--- src/rtl/reg_file_cfg_if.sv ---
// Request/response bundle for the configuration register file.
// Latency: n/a (wiring only). Backpressure: none, requests are single-cycle qualified.
// Ports: master drives WrEn/RdEn/Address/WrData; slave returns RdData/RdData_VLD/Acc_ERR/REG_TAPS.
interface reg_file_cfg_if #(
    parameter int WIDTH    = 8,
    parameter int ADDR     = 4,
    parameter int NUM_TAPS = 4
);
    logic                      WrEn;
    logic                      RdEn;
    logic [ADDR-1:0]           Address;
    logic [WIDTH-1:0]          WrData;
    logic [WIDTH-1:0]          RdData;
    logic                      RdData_VLD;
    logic                      Acc_ERR;
    logic [NUM_TAPS*WIDTH-1:0] REG_TAPS;

    modport master (
        output WrEn, RdEn, Address, WrData,
        input  RdData, RdData_VLD, Acc_ERR, REG_TAPS
    );

    modport slave (
        input  WrEn, RdEn, Address, WrData,
        output RdData, RdData_VLD, Acc_ERR, REG_TAPS
    );
endinterface

--- src/rtl/reg_file_cfg.sv ---
// Configuration register file: DEPTH x WIDTH words, per-word reset image and write protection.
// Latency: write lands at the request edge; read data RD_LAT (1 or 2) cycles; Acc_ERR 1 cycle.
// Backpressure: none; one read and one write may be accepted every cycle.
// Ports: CLK, RST (sync, active-low), bus (slave side of reg_file_cfg_if).
module reg_file_cfg #(
    parameter int                     WIDTH    = 8,
    parameter int                     DEPTH    = 16,
    parameter int                     ADDR     = 4,
    parameter int                     NUM_TAPS = 4,
    parameter int                     RD_LAT   = 1,
    parameter logic [DEPTH*WIDTH-1:0] INIT_VEC = {{(DEPTH-4){WIDTH'(0)}}, WIDTH'(8'h20),
                                                  WIDTH'(8'h81), {2{WIDTH'(0)}}},
    parameter logic [DEPTH-1:0]       RO_MASK  = '0
) (
    input  logic          CLK,
    input  logic          RST,
    reg_file_cfg_if.slave bus
);
    localparam int unsigned DEPTH_U = DEPTH;

    logic [WIDTH-1:0]          mem_q [DEPTH];
    logic [WIDTH-1:0]          mem_d [DEPTH];
    logic                      err_q, err_d;
    logic                      vld1_q, vld1_d;
    logic [WIDTH-1:0]          dat1_q, dat1_d;
    logic                      in_range;
    logic                      ro_hit;
    logic                      wr_ok;
    logic [WIDTH-1:0]          rd_word;
    logic [NUM_TAPS*WIDTH-1:0] taps;

    // Address decode is done by scanning the implemented words so that an
    // out-of-range address never indexes past the array or the mask.
    always_comb begin
        in_range = (32'(bus.Address) < DEPTH_U);
        rd_word  = '0;
        ro_hit   = 1'b0;
        for (int i = 0; i < DEPTH; i++) begin
            if (bus.Address == ADDR'(i)) begin
                rd_word = mem_q[i];
                ro_hit  = RO_MASK[i];
            end
        end
        wr_ok = bus.WrEn & in_range & ~ro_hit;

        mem_d = mem_q;
        for (int i = 0; i < DEPTH; i++) begin
            if (wr_ok && bus.Address == ADDR'(i)) begin
                mem_d[i] = bus.WrData;
            end
        end

        // Read and write faults merge into one pulse.
        err_d  = (bus.WrEn & ~wr_ok) | (bus.RdEn & ~in_range);
        vld1_d = bus.RdEn;
        // rd_word is the pre-write value, giving read-before-write on a collision.
        dat1_d = dat1_q;
        if (bus.RdEn) begin
            dat1_d = in_range ? rd_word : '0;
        end
    end

    always_ff @(posedge CLK) begin
        if (!RST) begin
            for (int i = 0; i < DEPTH; i++) begin
                mem_q[i] <= INIT_VEC[i*WIDTH +: WIDTH];
            end
            err_q  <= 1'b0;
            vld1_q <= 1'b0;
            dat1_q <= '0;
        end else begin
            mem_q  <= mem_d;
            err_q  <= err_d;
            vld1_q <= vld1_d;
            dat1_q <= dat1_d;
        end
    end

    generate
        if (RD_LAT == 2) begin : g_lat2
            logic             vld2_q;
            logic [WIDTH-1:0] dat2_q;

            // Extra stage; reset drops anything still in flight.
            always_ff @(posedge CLK) begin
                if (!RST) begin
                    vld2_q <= 1'b0;
                    dat2_q <= '0;
                end else begin
                    vld2_q <= vld1_q;
                    if (vld1_q) begin
                        dat2_q <= dat1_q;
                    end
                end
            end

            assign bus.RdData     = dat2_q;
            assign bus.RdData_VLD = vld2_q;
        end else begin : g_lat1
            assign bus.RdData     = dat1_q;
            assign bus.RdData_VLD = vld1_q;
        end
    endgenerate

    always_comb begin
        taps = '0;
        for (int t = 0; t < NUM_TAPS; t++) begin
            taps[t*WIDTH +: WIDTH] = mem_q[t];
        end
    end

    assign bus.REG_TAPS = taps;
    assign bus.Acc_ERR  = err_q;
endmodule

--- src/flat_wrapper.sv ---
// flat-port wrapper written by rule: the top's interface ports become plain ports
module reg_file_cfg_flat 
#(
    parameter int                     WIDTH    = 8,
    parameter int                     DEPTH    = 16,
    parameter int                     ADDR     = 4,
    parameter int                     NUM_TAPS = 4,
    parameter int                     RD_LAT   = 1,
    parameter logic [DEPTH*WIDTH-1:0] INIT_VEC = {{(DEPTH-4){WIDTH'(0)}}, WIDTH'(8'h20),
                                                  WIDTH'(8'h81), {2{WIDTH'(0)}}},
    parameter logic [DEPTH-1:0]       RO_MASK  = '0
)
  (CLK, RST, bus_WrEn, bus_RdEn, bus_Address, bus_WrData, bus_RdData, bus_RdData_VLD, bus_Acc_ERR, bus_REG_TAPS);
  reg_file_cfg_if #(.WIDTH(WIDTH), .ADDR(ADDR), .NUM_TAPS(NUM_TAPS)) bus_i ();
  input  logic CLK;
  input  logic RST;
  input wire logic [$bits(bus_i.WrEn)-1:0] bus_WrEn;
  input wire logic [$bits(bus_i.RdEn)-1:0] bus_RdEn;
  input wire logic [$bits(bus_i.Address)-1:0] bus_Address;
  input wire logic [$bits(bus_i.WrData)-1:0] bus_WrData;
  output wire logic [$bits(bus_i.RdData)-1:0] bus_RdData;
  output wire logic [$bits(bus_i.RdData_VLD)-1:0] bus_RdData_VLD;
  output wire logic [$bits(bus_i.Acc_ERR)-1:0] bus_Acc_ERR;
  output wire logic [$bits(bus_i.REG_TAPS)-1:0] bus_REG_TAPS;
  assign bus_i.WrEn = bus_WrEn;
  assign bus_i.RdEn = bus_RdEn;
  assign bus_i.Address = bus_Address;
  assign bus_i.WrData = bus_WrData;
  assign bus_RdData = bus_i.RdData;
  assign bus_RdData_VLD = bus_i.RdData_VLD;
  assign bus_Acc_ERR = bus_i.Acc_ERR;
  assign bus_REG_TAPS = bus_i.REG_TAPS;
  reg_file_cfg #(.WIDTH(WIDTH), .DEPTH(DEPTH), .ADDR(ADDR), .NUM_TAPS(NUM_TAPS), .RD_LAT(RD_LAT), .INIT_VEC(INIT_VEC), .RO_MASK(RO_MASK)) u_core (.CLK(CLK), .RST(RST), .bus(bus_i));
endmodule
--- config.mk ---
export PLATFORM = sky130hd
export DESIGN_NAME = reg_file_cfg_flat
export DESIGN_NICKNAME = d
export VERILOG_FILES = /design/src/rtl/reg_file_cfg_if.sv /design/src/rtl/reg_file_cfg.sv /design/src/flat_wrapper.sv
export SDC_FILE = /design/constraint.sdc
export NUM_CORES = 1
export LEC_CHECK = 0
export CAP_MARGIN = 25
export CORE_ASPECT_RATIO = 1.25
export CORE_UTILIZATION = 30
export CTS_BUF_LIST = sky130_fd_sc_hd__clkbuf_8
export CTS_CLUSTER_DIAMETER = 150
export DETAILED_ROUTE_END_ITERATION = 12
export HOLD_SLACK_MARGIN = 0.15
export SLEW_MARGIN = 20
export SYNTH_ARGS = -nofsm -noshare
export SYNTH_HDL_FRONTEND = slang
export SYNTH_SLANG_ARGS = --single-unit
--- constraint.sdc ---
create_clock -name CLK -period 2 [get_ports CLK]
set_clock_uncertainty 0.05 [all_clocks]
set_input_delay 0.4 -clock CLK [delete_from_list [all_inputs] [get_ports CLK]]
set_output_delay 0.4 -clock CLK [all_outputs]
set_load 0.05 [all_outputs]
==> results of run 1 <==
-- worst max-delay path, stage by stage --
cell,delay (ns)
clkdlybuf4s50_1,0.50
buf_12,0.16
mux2_2,0.34
a221oi_1,0.30
a2111o_1,0.17
a31oi_1,0.12
o21a_1,0.20
-- layout make-up --
class | count | area share
clock buffers | 20 | 0.03249
multi-input cells | 553 | 0.4196
clock inverters | 11 | 0.01255
inverters | 5 | 0.002215
flip-flops and latches | 137 | 0.3237
well taps | 283 | 0.04180
repair buffers | 167 | 0.1676
-- registers in the layout, summed over array words and instances, names as in the netlist --
signal / flops
u_core.mem_q: 96
u_core.bus.RdData_VLD: 1
u_core.bus.RdData: 8
u_core.bus.REG_TAPS: 32
-- Yosys cell counts (all sizes together) (4+ instances only) --
| cell type | count | area share |
|---|---|---|
| o21ai | 85 | 0.062 |
| o31ai | 4 | 0.0044 |
| nor3 | 7 | 0.010 |
| dfxtp | 137 | 0.40 |
| a21boi | 88 | 0.096 |
| a31o | 4 | 0.0051 |
| nor2b | 47 | 0.043 |
| nand2 | 107 | 0.061 |
| nand3 | 36 | 0.027 |
| mux4 | 7 | 0.023 |
| clkbuf | 42 | 0.023 |
| o221ai | 4 | 0.0051 |
| inv | 5 | 0.0027 |
| mux2i | 49 | 0.071 |
| a21o | 4 | 0.0044 |
| nand2b | 5 | 0.0045 |
| nor2 | 27 | 0.015 |
| a21oi | 25 | 0.018 |
| a221oi | 5 | 0.0064 |
| mux2 | 6 | 0.0098 |
| o211ai | 4 | 0.0044 |
| buf | 58 | 0.061 |
-- power breakdown --
group	switching (mW)	total, mW	internal [mW]	leakage (nW)
Combinational	0.490	0.820	0.330	1.91
Clock	1.07	2.25	1.18	0.204
Sequential	0.0341	2.80	2.77	1.11
Total	1.60	5.88	4.28	3.22
-- metal layers --
layer  track usage  vias up
met5             0        -
met1        0.2446     2942
met3       0.03301       26
met2        0.3323      168
met4       0.06832        0
li1              -     2930
-- worst paths after layout --
kind                                              to  cells after the start                     from
worst max register to register  u_core.bus.RdData[0]                      6  u_core.bus.REG_TAPS[24]
worst max-delay path            u_core.bus.RdData[4]                      7           bus_Address[2]
worst min register to register      u_core.mem_q[86]                      2         u_core.mem_q[86]
worst min-delay path                u_core.mem_q[72]                      2                      RST
-- cell families after synthesis --
group,Yosys count,synth area share
other cells,1,0.0005444
simple gates,240,0.1718
compound gates,250,0.2387
flops,137,0.3982
mux,62,0.1039
buf+inv,105,0.08683
-- stage by stage --
stage          instances  setup WS [ns]  hold slack [ns]
2_1_floorplan        795         0.2712           0.3937
3_3_place_gp        1145        -0.4487           0.4063
3_5_place_dp        1145        -0.4765           0.4144
4_1_cts             1176         0.1078           0.2556
5_1_grt             1176        0.01134           0.2558
6_report            1176        0.08458           0.2848
==> run_results.csv, run 1 <==
group,metric,value,unit
pwr,p_per_area,693.7,mW/mm²
grt,grt_use_total,0.1949,
logic_synthesis,syn-num-nets,811,
routing,wl_per_cell,18.66,µm
logic_synthesis,synth_edf_count,0,
worst_setup_path,path_class,"input pin to register",
die,start_util,0.3080,
die,core,0.02236,mm²
grt,grt_max_degree,93,
finish,utilization,0.3788,
cts,cts_setup_buffers,0,
timing,worst_slew_pin_slew,0.5128,ns
finish,nets,897,
worst_setup_path,crit_fanout,17,
cts,cts_buffer_depth,2,
routing,viasPerCell,5.158,
logic_synthesis,synth_top_flop_cell,"dfxtp_1",
timing,final_hold_viol_count,0,
timing,drv_slew,0,
finish,final_common_cell,"dfxtp_1",
place,portBuffers,56,
cts,cts_resized,14,
finish,final_cell_mix,"dfxtp_1, buf_4, nand2_1",
routing,wl_met3,1.029,mm
cts,cts_buffers,17,
finish,multi_input_comb_area,0.003555,mm²
logic_synthesis,netlist_area,0.006888,mm²
finish,stdcell_area,0.008472,mm²
grt,antenna_found_initial,0,
grt,grt_overflow,0,
timing,setup_violations,0,
grt,grt_pass1_vias,5968,
die,die_y,171.4,µm
routing,routed_wl,21.94,mm
die,pin_count,58,
pwr,leakagePower,3.223,nW
job,drv_cap,0,
routing,wirelength_met1,9.650,mm
logic_synthesis,synthArstFlopShare,0,
finish,layout.area.seq,0.002743,mm²
worst_setup_path,cp.required,2.29,ns
grt,grt_pass1_wl,34.40,mm
cts,htree_levels,4,
routing,vias,6066,
worst_setup_path,r2r_slack,0.20,ns
place,place_hpwl,15.73,mm
worst_setup_path,crit_path_end_kind,"register",
logic_synthesis,synth_cell_types,59,
die,die_w,137.5,µm
routing,drt-initial-drc-count,494,
logic_synthesis,ys_ff_latch,137,
cts,clock_latency,0.45,ns
hold_path,hp-class,"input pin to register",
worst_setup_path,crit_arrival,2.21,ns
routing,ant_nets,0,
routing,drc,0,
routing,dr.pass1.iters,5,
cts,cts.hold.buffers_added,0,
die,rows,61,
routing,top_layer,"met4",
cts,cts_tree,"done",
cts,cts_root_buf,"clkbuf_8",
timing,min_period_over_period,0.9577,
finish,syn2layout_area_growth,23.00,%
logic_synthesis,synthCells,795,
place,dpl_cell_area,0.008099,mm²
worst_setup_path,startpoint_type,"input pin",
timing,min_period,1.915,ns
timing,finalSetupTns,0,ns
pwr,totalPowerFinal,5.877,mW
die,die_area,0.02357,mm²
finish,insertedDiodeCount,0,
finish,drive_above_1_share,0.2195,
finish,n_fill_cell,2312,
outcome,outcome,"finished clean",
place,gp_congestion,0.9221,
pwr,ir_worst_vdd,0.2683,mV
logic_synthesis,yosysWarnings,0,
cts,numClockSinks,137,
routing,dr_wl_met2,10.81,mm
timing,max_slew_margin,0.6569,
logic_synthesis,avgSynthCellArea,8.664,µm²
logic_synthesis,yosysSeqAreaShare,0.3982,
cts,clkTransAtPathRegs,0.07,ns
timing,fmax,522.1,MHz
timing,rsz0062_at_grt,"no",
(Power assumes the default switching activity.)
==> inputs of run 2 (changes only) <==
--- a/config.mk
+++ b/config.mk
@@ -7,11 +7,12 @@
 export LEC_CHECK = 0
 export CAP_MARGIN = 25
 export CORE_ASPECT_RATIO = 1.25
-export CORE_UTILIZATION = 30
+export CORE_UTILIZATION = 48
 export CTS_BUF_LIST = sky130_fd_sc_hd__clkbuf_8
 export CTS_CLUSTER_DIAMETER = 150
 export DETAILED_ROUTE_END_ITERATION = 12
 export HOLD_SLACK_MARGIN = 0.15
+export PLACE_DENSITY = 0.68
 export SLEW_MARGIN = 20
 export SYNTH_ARGS = -nofsm -noshare
 export SYNTH_HDL_FRONTEND = slang
==> run 2 against run 1 <==
  * Final area fell by 1.2%
  * Critical endpoint is now u_core.bus.RdData[0]
  * Critical path type unchanged
  * Largest cell class unchanged
  * Combinational power up 2%
  * Power down 2.0%
  * Die area down 37%
  * Clock-buffer cell count is the same
  * First-iteration DRC count is 11% lower
  * Largest power group unchanged
  * Register-to-register slack better by 0.06 ns
  * Core utilization increased by 22 points
  * Global-route usage up 11 points
  * Sequential power barely moved
  * Non-clock buffer count grew 8
  * Critical path depth is the same
==> run_results.csv, run 2 (synthesis gave the netlist of run 1 again) <==
group,metric,value,unit
cts,cts_buffer_depth,2,
grt,grt_pass1_wl,33.83,mm
finish,multi_input_comb_area,0.003572,mm²
cts,cts_setup_buffers,0,
worst_setup_path,crit_fanout,6,
worst_setup_path,crit_chain,"clkdlybuf4s50_1, nor2b_1, buf_4, a21oi_1, o211ai_1, a2111oi_2, o21ai_1",
hold_path,min-delay-start,"RST",
worst_setup_path,crit_path_end_kind,"register",
pwr,swShare,0.2778,
finish,syn2layout_area_growth,21.54,%
cts,cts_root_buf,"clkbuf_8",
worst_setup_path,startpoint_type,"input pin",
timing,finalSetupTns,0,ns
routing,dr.pass1.iters,5,
worst_setup_path,crit_start,"bus_Address[2]",
worst_setup_path,r2r_slack,0.26,ns
timing,drv_slew,0,
worst_setup_path,r2r_cells,5,
die,pin_count,58,
worst_setup_path,crit_family,"compound AO/OA/AOI/OAI gates",
cts,htree_levels,4,
cts,clock_latency,0.47,ns
worst_setup_path,crit_arrival,2.21,ns
place,place_hpwl,15.78,mm
pwr,p_int,4.162,mW
finish,final_common_cell,"dfxtp_1",
routing,drt-initial-drc-count,439,
grt,grt_pass1_vias,6173,
outcome,outcome,"finished clean",
finish,drive_above_1_share,0.2262,
pwr,clkPwrFrac,0.368,
place,portBuffers,56,
worst_setup_path,regToRegStartpoint,"u_core.bus.REG_TAPS[24]",
die,core,0.01393,mm²
place,gp_congestion,0.9350,
cts,numClockSinks,137,
timing,rsz0062_at_grt,"no",
finish,stdcell_area,0.008372,mm²
finish,nets,905,
cts,cts_buffers,17,
cts,clkTransAtPathRegs,0.08,ns
worst_setup_path,crit_cells,7,
finish,regMostFlops,"u_core.mem_q",
routing,wl_per_cell,20.44,µm
grt,antenna_found_initial,0,
timing,min_period_over_period,0.9511,
die,die_y,135.9,µm
pwr,p_seq_frac,0.487,
finish,insertedDiodeCount,0,
pwr,p_switching,1.600,mW
die,die_w,109.1,µm
cts,cts_tree,"done",
timing,setup_violations,0,
grt,grt_use_total,0.3092,
hold_path,hp-class,"input pin to register",
grt,grt_overflow,0,
grt,grt_max_degree,97,
pwr,ir_worst_vdd,0.4128,mV
worst_setup_path,slowest_delay,0.50,ns
timing,min_period,1.902,ns
finish,n_fill_cell,1235,
timing,fmax,525.7,MHz
place,dpl_cell_area,0.008009,mm²
routing,drc,0,
finish,final_cell_mix,"dfxtp_1, buf_4, nand2_1",
worst_setup_path,path_class,"input pin to register",
cts,cts.hold.buffers_added,0,
finish,layout.area.seq,0.002743,mm²
routing,viasPerCell,5.864,
routing,vias,6315,
timing,final_hold_viol_count,0,
worst_setup_path,cp.required,2.30,ns
worst_setup_path,crit_buf_inv,2,
pwr,comb_power_share,0.145,
pwr,leakagePower,3.262,nW
die,start_util,0.4943,
worst_setup_path,crit_path_end,"u_core.bus.RdData[0]",
pwr,p_per_area,688.3,mW/mm²
die,rows,48,
routing,routed_wl,22.01,mm
routing,ant_nets,0,
worst_setup_path,slowest_stage,"clkdlybuf4s50_1",
finish,largest_reg_flops,96,
worst_setup_path,r2r_end,"u_core.bus.RdData[0]",
die,die_area,0.01484,mm²
job,drv_cap,0,
[run 2: cell count changes in the layout (fill, tap and decap cells not counted), moves of 2 or more]
cell | before | now
a2111oi_1 | 3 | 1
buf_12 | 10 | 8
nor2_1 | 24 | 22
dlygate4sd2_1 | 13 | 18
buf_4 | 130 | 134
nor2_2 | 3 | 5
a2111oi_2 | 0 | 2
[run 2: power by group through the flow]
stage,Clock (mW),Combinational (mW),Sequential (mW)
2_1_floorplan,0,0.439,2.89
3_3_place_gp,0,0.815,2.86
3_5_place_dp,0,0.822,2.87
4_1_cts,2.14,0.821,2.80
5_1_grt,2.26,0.883,2.81
6_report,2.12,0.838,2.80
[run 2: worst min path at each step]
stage	endpoint	slack, ns	depth (start not counted)
floorplan	u_core.bus.REG_TAPS[12]	0.39	2
global placement	u_core.bus.REG_TAPS[2]	0.41	2
detailed placement	u_core.mem_q[55]	0.41	2
CTS	u_core.mem_q[26]	0.26	2
global route	u_core.mem_q[26]	0.25	2
finish	u_core.mem_q[26]	0.27	2
[run 2: timing repair]
item | CTS | global route
endpoints found under the setup margin | 21 | 26
hold endpoints to repair | 0 | 0
gates cloned | 0 | 0
resized for setup | 19 | 6
[run 2: layout make-up]
type,count,area share
clock buffer,20,0.03288
clock inverter,12,0.01016
sequential,137,0.3276
multi-input combinational,553,0.4267
tap,175,0.02615
inverter,5,0.002242
timing repair buffer,175,0.1743
[run 2: routing by layer]
metal | up-vias | part of all wire | global-route usage
met2 | 250 | 0.48 | 0.4934
met5 | - | 0 | 0
met1 | 3051 | 0.42 | 0.3866
li1 | 2954 | - | -
met3 | 60 | 0.066 | 0.07430
met4 | 0 | 0.038 | 0.1532
[run 2: per-stage QoR]
stage | utilization | std cells | hold slack, ns | power [mW] | setup slack (ns)
2_1_floorplan | - | 795 | 0.3937 | 3.332 | 0.2712
3_3_place_gp | 0.5748 | 1045 | 0.4058 | 3.680 | -0.5305
3_5_place_dp | 0.5748 | 1045 | 0.4119 | 3.687 | -0.5567
4_1_cts | 0.5992 | 1077 | 0.2587 | 5.760 | 0.007070
5_1_grt | 0.6008 | 1077 | 0.2528 | 5.949 | 0.008554
6_report | 0.6008 | 1077 | 0.2657 | 5.762 | 0.09772
==> RTL change 1 (flow settings as in run 1) <==
`WIDTH` is set to 8 in 3 places; all go to 6.
--- a/src/rtl/reg_file_cfg_if.sv
+++ b/src/rtl/reg_file_cfg_if.sv
@@ -4,3 +4,3 @@
 interface reg_file_cfg_if #(
-    parameter int WIDTH    = 8,
+    parameter int WIDTH    = 6,
     parameter int ADDR     = 4,
--- a/src/rtl/reg_file_cfg.sv
+++ b/src/rtl/reg_file_cfg.sv
@@ -5,3 +5,3 @@
 module reg_file_cfg #(
-    parameter int                     WIDTH    = 8,
+    parameter int                     WIDTH    = 6,
     parameter int                     DEPTH    = 16,
--- a/src/flat_wrapper.sv
+++ b/src/flat_wrapper.sv
@@ -3,3 +3,3 @@
 #(
-    parameter int                     WIDTH    = 8,
+    parameter int                     WIDTH    = 6,
     parameter int                     DEPTH    = 16,
Ports: changed (resized bus_REG_TAPS, bus_RdData and bus_WrData); port bits go from 58 to 46. No check against the original RTL was run, so the function may have changed too.
==> RTL change 1 against run 1 <==
  * Utilization is 0.24 points lower
  * Sequential cell count is 34 lower
  * Highest routed layer unchanged
  * Critical path depth is 6 lower
  * Design area is 25% lower
  * Worst setup slack worse by 41 ps
  * Wire length is 28% lower
  * Register-to-register slack better by 200 ps
  * Largest cell class unchanged
  * Total power is 29% lower
  * Clock power is 35% lower
  * Synthesized area is 25% lower
==> RTL change 1: results (changes against run 1) <==
stage,metric,value,unit,change
status,status,finished clean,,unchanged
detailed_routing,wl_met1,7340,um,was 9650 um
detailed_routing,dr_wl_met3,641,um,was 1030 um
global_route,grt_max_degree,47,,was 93
power,peakVddDrop,386,uV,was 268 uV
min_path,min_from,RST,,unchanged
global_route,grt_pass1_wl,24700,um,"was 34,400 um"
synthesis,ys_warn_count,0,,unchanged
global_route,antenna_found_initial,0,,unchanged
cells_and_area,regMostFlops,u_core.mem_q,,unchanged
worst_setup_path,slowest_delay,790,ps,was 500 ps
power,cellLeakagePower,2.44,nW,was 3.22 nW
synthesis,synth_flop_cell,dfxtp_1,,unchanged
detailed_routing,num_vias,4650,,"was 6,066"
min_path,hold_path.class,in -> reg,,unchanged
worst_setup_path,crit_start,u_core.bus.RdData_VLD,,was bus_Address[2]
synthesis,synth_fa_ha_area_share,0,%,unchanged
cells_and_area,nets,707,,was 897
detailed_routing,route.met2.wl,7530,um,"was 10,800 um"
placed_design,hpwl,11300,um,"was 15,700 um"
worst_setup_path,crit_slowest_cell,clkdlybuf4s50_1,,unchanged
synthesis,synth_commonest_cells,"dfxtp_1 (103), nand2_1 (101), o21ai_0 (88), a21boi_0 (78), mux2i_1 (31)",,"was dfxtp_1 (137), nand2_1 (103), o21ai_0 (75), a21boi_1 (58), mux2i_1 (49)"
detailed_routing,top_layer,met4,,unchanged
cells_and_area,largest_register_ffs,72,,was 96
synthesis,synth-xor-area-share,0,%,unchanged
worst_setup_path,worstPathArrival,1510,ps,was 2210 ps
global_route,grt_usage,18.1,%,was 19.5%
clock_tree,clk_path_buf_depth,2,,unchanged
clock_tree,htreeDepth,3,,was 4
synthesis,synth_area_leaders,"dfxtp_1 (40%), a21boi_0 (11%), o21ai_0 (8.5%)",,"was dfxtp_1 (40%), mux2i_1 (7.1%), a21boi_1 (6.3%)"
synthesis,synth_compound_area_share,27.6,%,was 23.9%
cells_and_area,diodes,0,,unchanged
worst_setup_path,crit_family,buffers and inverters,,was compound AO/OA/AOI/OAI gates
clock_tree,insertion_delay,390,ps,was 450 ps
synthesis,synth_cell_types,49,,was 59
global_route,grt_pass1_vias,4362,,"was 5,968"
synthesis,async_flop_share,0,%,unchanged
global_route,overflow,0,,unchanged
clock_tree,cts_inserted_buffers,9,,was 17
synthesis,synthMuxAreaShare,8.81,%,was 10.4%
timing,tightest_slew,514,ps,was 513 ps
synthesis,synth-seq-area-share,39.8,%,about the same
clock_tree,path_clk_slew,100,ps,was 70 ps
worst_setup_path,r2r-start,u_core.bus.REG_TAPS[21],,was u_core.bus.REG_TAPS[24]
synthesis,syn_nets,639,,was 811
cells_and_area,drive_above_1_share,19.2,%,was 21.9%
clock_tree,cts_root_buffer,clkbuf_8,,unchanged
detailed_routing,drt-initial-drc-count,378,,was 494
worst_setup_path,path_max_fanout,1,,was 17
placed_design,place.gp.congestion,0.882,,was 0.922
placed_design,port-buffer-count,44,,was 56
detailed_routing,route.detailed.wl_per_inst,17.3,um,was 18.7 um
detailed_routing,firstDrtPassIters,5,,unchanged
job,drv_cap,0,,unchanged
## RTL change 1: cell count changes after synthesis, sizes merged, moves of 12 or more
cell	before	now
buf	58	45
clkbuf	42	30
dfxtp	137	103
mux2i	49	31
nand3	36	11
nor2b	47	22
## RTL change 1: metal layers
layer	vias up	global-route usage, %
met5	-	0
met4	0	6.94
met3	22	2.71
met2	115	29.4
met1	2222	24.1
li1	2291	-
## RTL change 1: final cells by class
type,count,area (um2)
timing repair buffer,132,1080
fill,1779,10500
inverter,7,26.3
multi-input combinational,440,2680
clock buffer,13,179
tap,220,275
sequential,103,2060
clock inverter,2,37.5
## RTL change 1: where the power goes
part,switching [W],internal (W)
Combinational,0.000354,0.000235
Clock,0.000747,0.000710
Sequential,0.0000215,0.00208
Total,0.00112,0.00303
## RTL change 1: kinds of logic (layout without fill, tap and decap cells)
| kind of cell | after synthesis | after routing |
|---|---|---|
| buf+inv | 82 | 154 |
| simple gates | 178 | 178 |
| flops | 103 | 103 |
| mux | 40 | 40 |
| other cells | 1 | 1 |
| compound gates | 221 | 221 |
## RTL change 1: timing repair
item | 4_1_cts | 5_1_grt
setup buffers | 0 | 0
setup endpoints to repair | 16 | 0
resized for setup | 16 | 0
## RTL change 1: per-stage QoR
stage	hold slack, ps	cell area, um2	instances	util [%]	setup slack, ps
CTS	288	6340	917	37.6	24.9
global route	287	6340	917	37.6	0.676
global placement	412	6140	902	36.5	-242
finish	297	6340	917	37.6	43.3
floorplan	403	5180	625	-	295
detailed placement	416	6140	902	36.5	-258
## RTL change 1: final timing paths
| check | to | slack (ps) | cells past startpoint |
|---|---|---|---|
| max | bus_RdData_VLD | 40 | 1 |
| min | u_core.mem_q[27] | 300 | 2 |
| max reg2reg | u_core.bus.RdData[3] | 400 | 4 |
| min reg2reg | u_core.bus.REG_TAPS[3] | 430 | 2 |
==> RTL change 2 (config.mk and constraints of run 1) <==
Made on the original files. `dat1_q` no longer has a reset.
--- a/src/rtl/reg_file_cfg.sv
+++ b/src/rtl/reg_file_cfg.sv
@@ -69,3 +69,2 @@
             vld1_q <= 1'b0;
-            dat1_q <= '0;
         end else begin
@@ -74,4 +73,7 @@
             vld1_q <= vld1_d;
-            dat1_q <= dat1_d;
         end
+    end
+
+    always_ff @(posedge CLK) begin
+        dat1_q <= dat1_d;
     end
Check against the original RTL: differs if RST is asserted again (counterexample within 4 cycles, from zero or initial values and one cycle with RST low); with RST held inactive, the same outputs for 10 cycles.
==> RTL change 2 against run 1 <==
  * Wire length decreased by 4.9%
  * Synthesized area decreased by 1.4%
  * Synthesized cell count decreased by 4.8%
  * Sequential power increased by 1%
  * Sequential cell count unchanged
  * Total power increased by 3.1%
  * Register-to-register slack improved by 230 ps
  * Design area increased by 0.15%
  * Global-route usage decreased by 0.85 points
  * Combinational power decreased by 4.5%
  * Worst setup slack improved by 28 ps
  * Critical path depth unchanged
  * Maximum frequency increased by 1.5%
  * Die area decreased by 1.3%
  * Critical path type unchanged
  * Critical endpoint is now u_core.bus.RdData[6]
==> RTL change 2: results (changes against run 1) <==
stage,metric,value,unit,change
status,status,finished clean,,unchanged
detailed_routing,viasPerCell,5.00,,was 5.16
global_route,grt_max_degree,130,,was 93
timing,tightest_slew,542,ps,was 513 ps
worst_setup_path,worstPathArrival,2120,ps,was 2210 ps
synthesis,synth_cell_types,48,,was 59
synthesis,synth_edf_count,8,,was 0
worst_setup_path,slowest_delay,550,ps,was 500 ps
power,peakVddDrop,417,uV,was 268 uV
synthesis,synth_commonest_cells,"dfxtp_1 (129), nand2_1 (89), mux2i_1 (74), o21ai_0 (74), nor2b_1 (69)",,"was dfxtp_1 (137), nand2_1 (103), o21ai_0 (75), a21boi_1 (58), mux2i_1 (49)"
detailed_routing,wirelength,20900,um,"was 21,900 um"
global_route,antenna_found_initial,1,,was 0
global_route,grt_usage,18.6,%,was 19.5%
synthesis,synth_area_leaders,"dfxtp_1 (38%), mux2i_1 (11%), a21boi_0 (6.5%)",,"was dfxtp_1 (40%), mux2i_1 (7.1%), a21boi_1 (6.3%)"
power,p_sw,0.00165,W,was 0.00160 W
power,cellLeakagePower,3.37,nW,was 3.22 nW
placed_design,place_inst,1113,,"was 1,145"
synthesis,synth-seq-area-share,41.5,%,was 39.8%
placed_design,place_ws,-435,ps,was -476 ps
global_route,grt_pass1_vias,5470,,"was 5,968"
cells_and_area,fillers,2226,,"was 2,312"
worst_setup_path,path_max_fanout,8,,was 17
cells_and_area,nets,865,,was 897
placed_design,hpwl,14600,um,"was 15,700 um"
detailed_routing,route.detailed.wl_per_inst,18.2,um,was 18.7 um
synthesis,syn_area_per_cell,8.97,um2,was 8.66 um2
## RTL change 2: cell types whose count changed after synthesis, sizes merged, moves of 7 or more
cell    before  now
a21boi      88   63
a21oi       25   16
dfxtp      137  129
edfxtp       0    8
mux2i       49   74
nand2      107   90
nand3       36   29
nor2        27   20
nor2b       47   69
o21ai       85   74
## RTL change 2: area by class of cell
class,count,area [um2],area share [%]
clock inverter,14,171,2.02
tap,283,354,4.17
antenna,1,2.50,0.0295
sequential,137,2820,33.3
multi-input combinational,515,3420,40.3
inverter,11,41.3,0.487
timing repair buffer,167,1430,16.8
clock buffer,18,248,2.92
## RTL change 2: layer usage
metal | global-route usage (%) | routed length [um] | vias to the layer above
met5 | 0 | 0 | -
met4 | 10.3 | 867 | 0
met3 | 3.37 | 820 | 51
met2 | 31.2 | 10200 | 165
met1 | 22.3 | 9020 | 2714
li1 | - | - | 2805
## RTL change 2: critical path: cells and delay by family
kind | cells | cell delay (ps)
buffers and inverters | 2 | 760
AOI/OAI and AO/OA | 4 | 720
and+or+nand+nor | 1 | 240
## RTL change 2: power groups by stage
stage                     registers [W]  logic, W  clock network, W
after floorplan                 0.00294  0.000397                 0
after global placement          0.00290  0.000782                 0
after detailed placement        0.00290  0.000786                 0
after CTS                       0.00284  0.000779           0.00247
after global routing            0.00284  0.000837           0.00259
final                           0.00284  0.000783           0.00244
## RTL change 2: cells by family (layout without fill, tap and decap cells)
| family | count (synthesis) | after routing | share of synthesized area [%] |
|---|---|---|---|
| simple gates | 222 | 222 | 16.4 |
| compound gates | 203 | 203 | 19.9 |
| flops | 137 | 137 | 41.5 |
| buf+inv | 105 | 210 | 8.29 |
| mux | 89 | 89 | 13.9 |
| other cells | 1 | 2 | 0.0552 |
## RTL change 2: metrics by stage
stage	util, %	power [W]	TNS [ps]	hold slack [ps]
6_report	38.2	0.00606	0	416
4_1_cts	38.1	0.00609	0	391
2_1_floorplan	-	0.00333	0	402
3_5_place_dp	36.3	0.00369	-30040	417
3_3_place_gp	36.3	0.00369	-25460	413
5_1_grt	38.2	0.00627	0	424
## RTL change 2: path summary, 6_finish.rpt
kind / slack, ps / cells past startpoint / to / start
max: 110 / 7 / u_core.bus.RdData[6] / bus_Address[2]
min: 420 / 3 / u_core.bus.REG_TAPS[23] / RST
max reg2reg: 430 / 5 / u_core.bus.RdData[2] / u_core.bus.REG_TAPS[18]
min reg2reg: 430 / 2 / u_core.mem_q[42] / u_core.mem_q[42]
## RTL change 2: timing repair
item / CTS / global route
hold buffers: 0 / 0
endpoints found under the hold margin: 0 / 0
resized for setup: 18 / 4
setup endpoints to repair: 18 / 5
gates cloned: 0 / 0
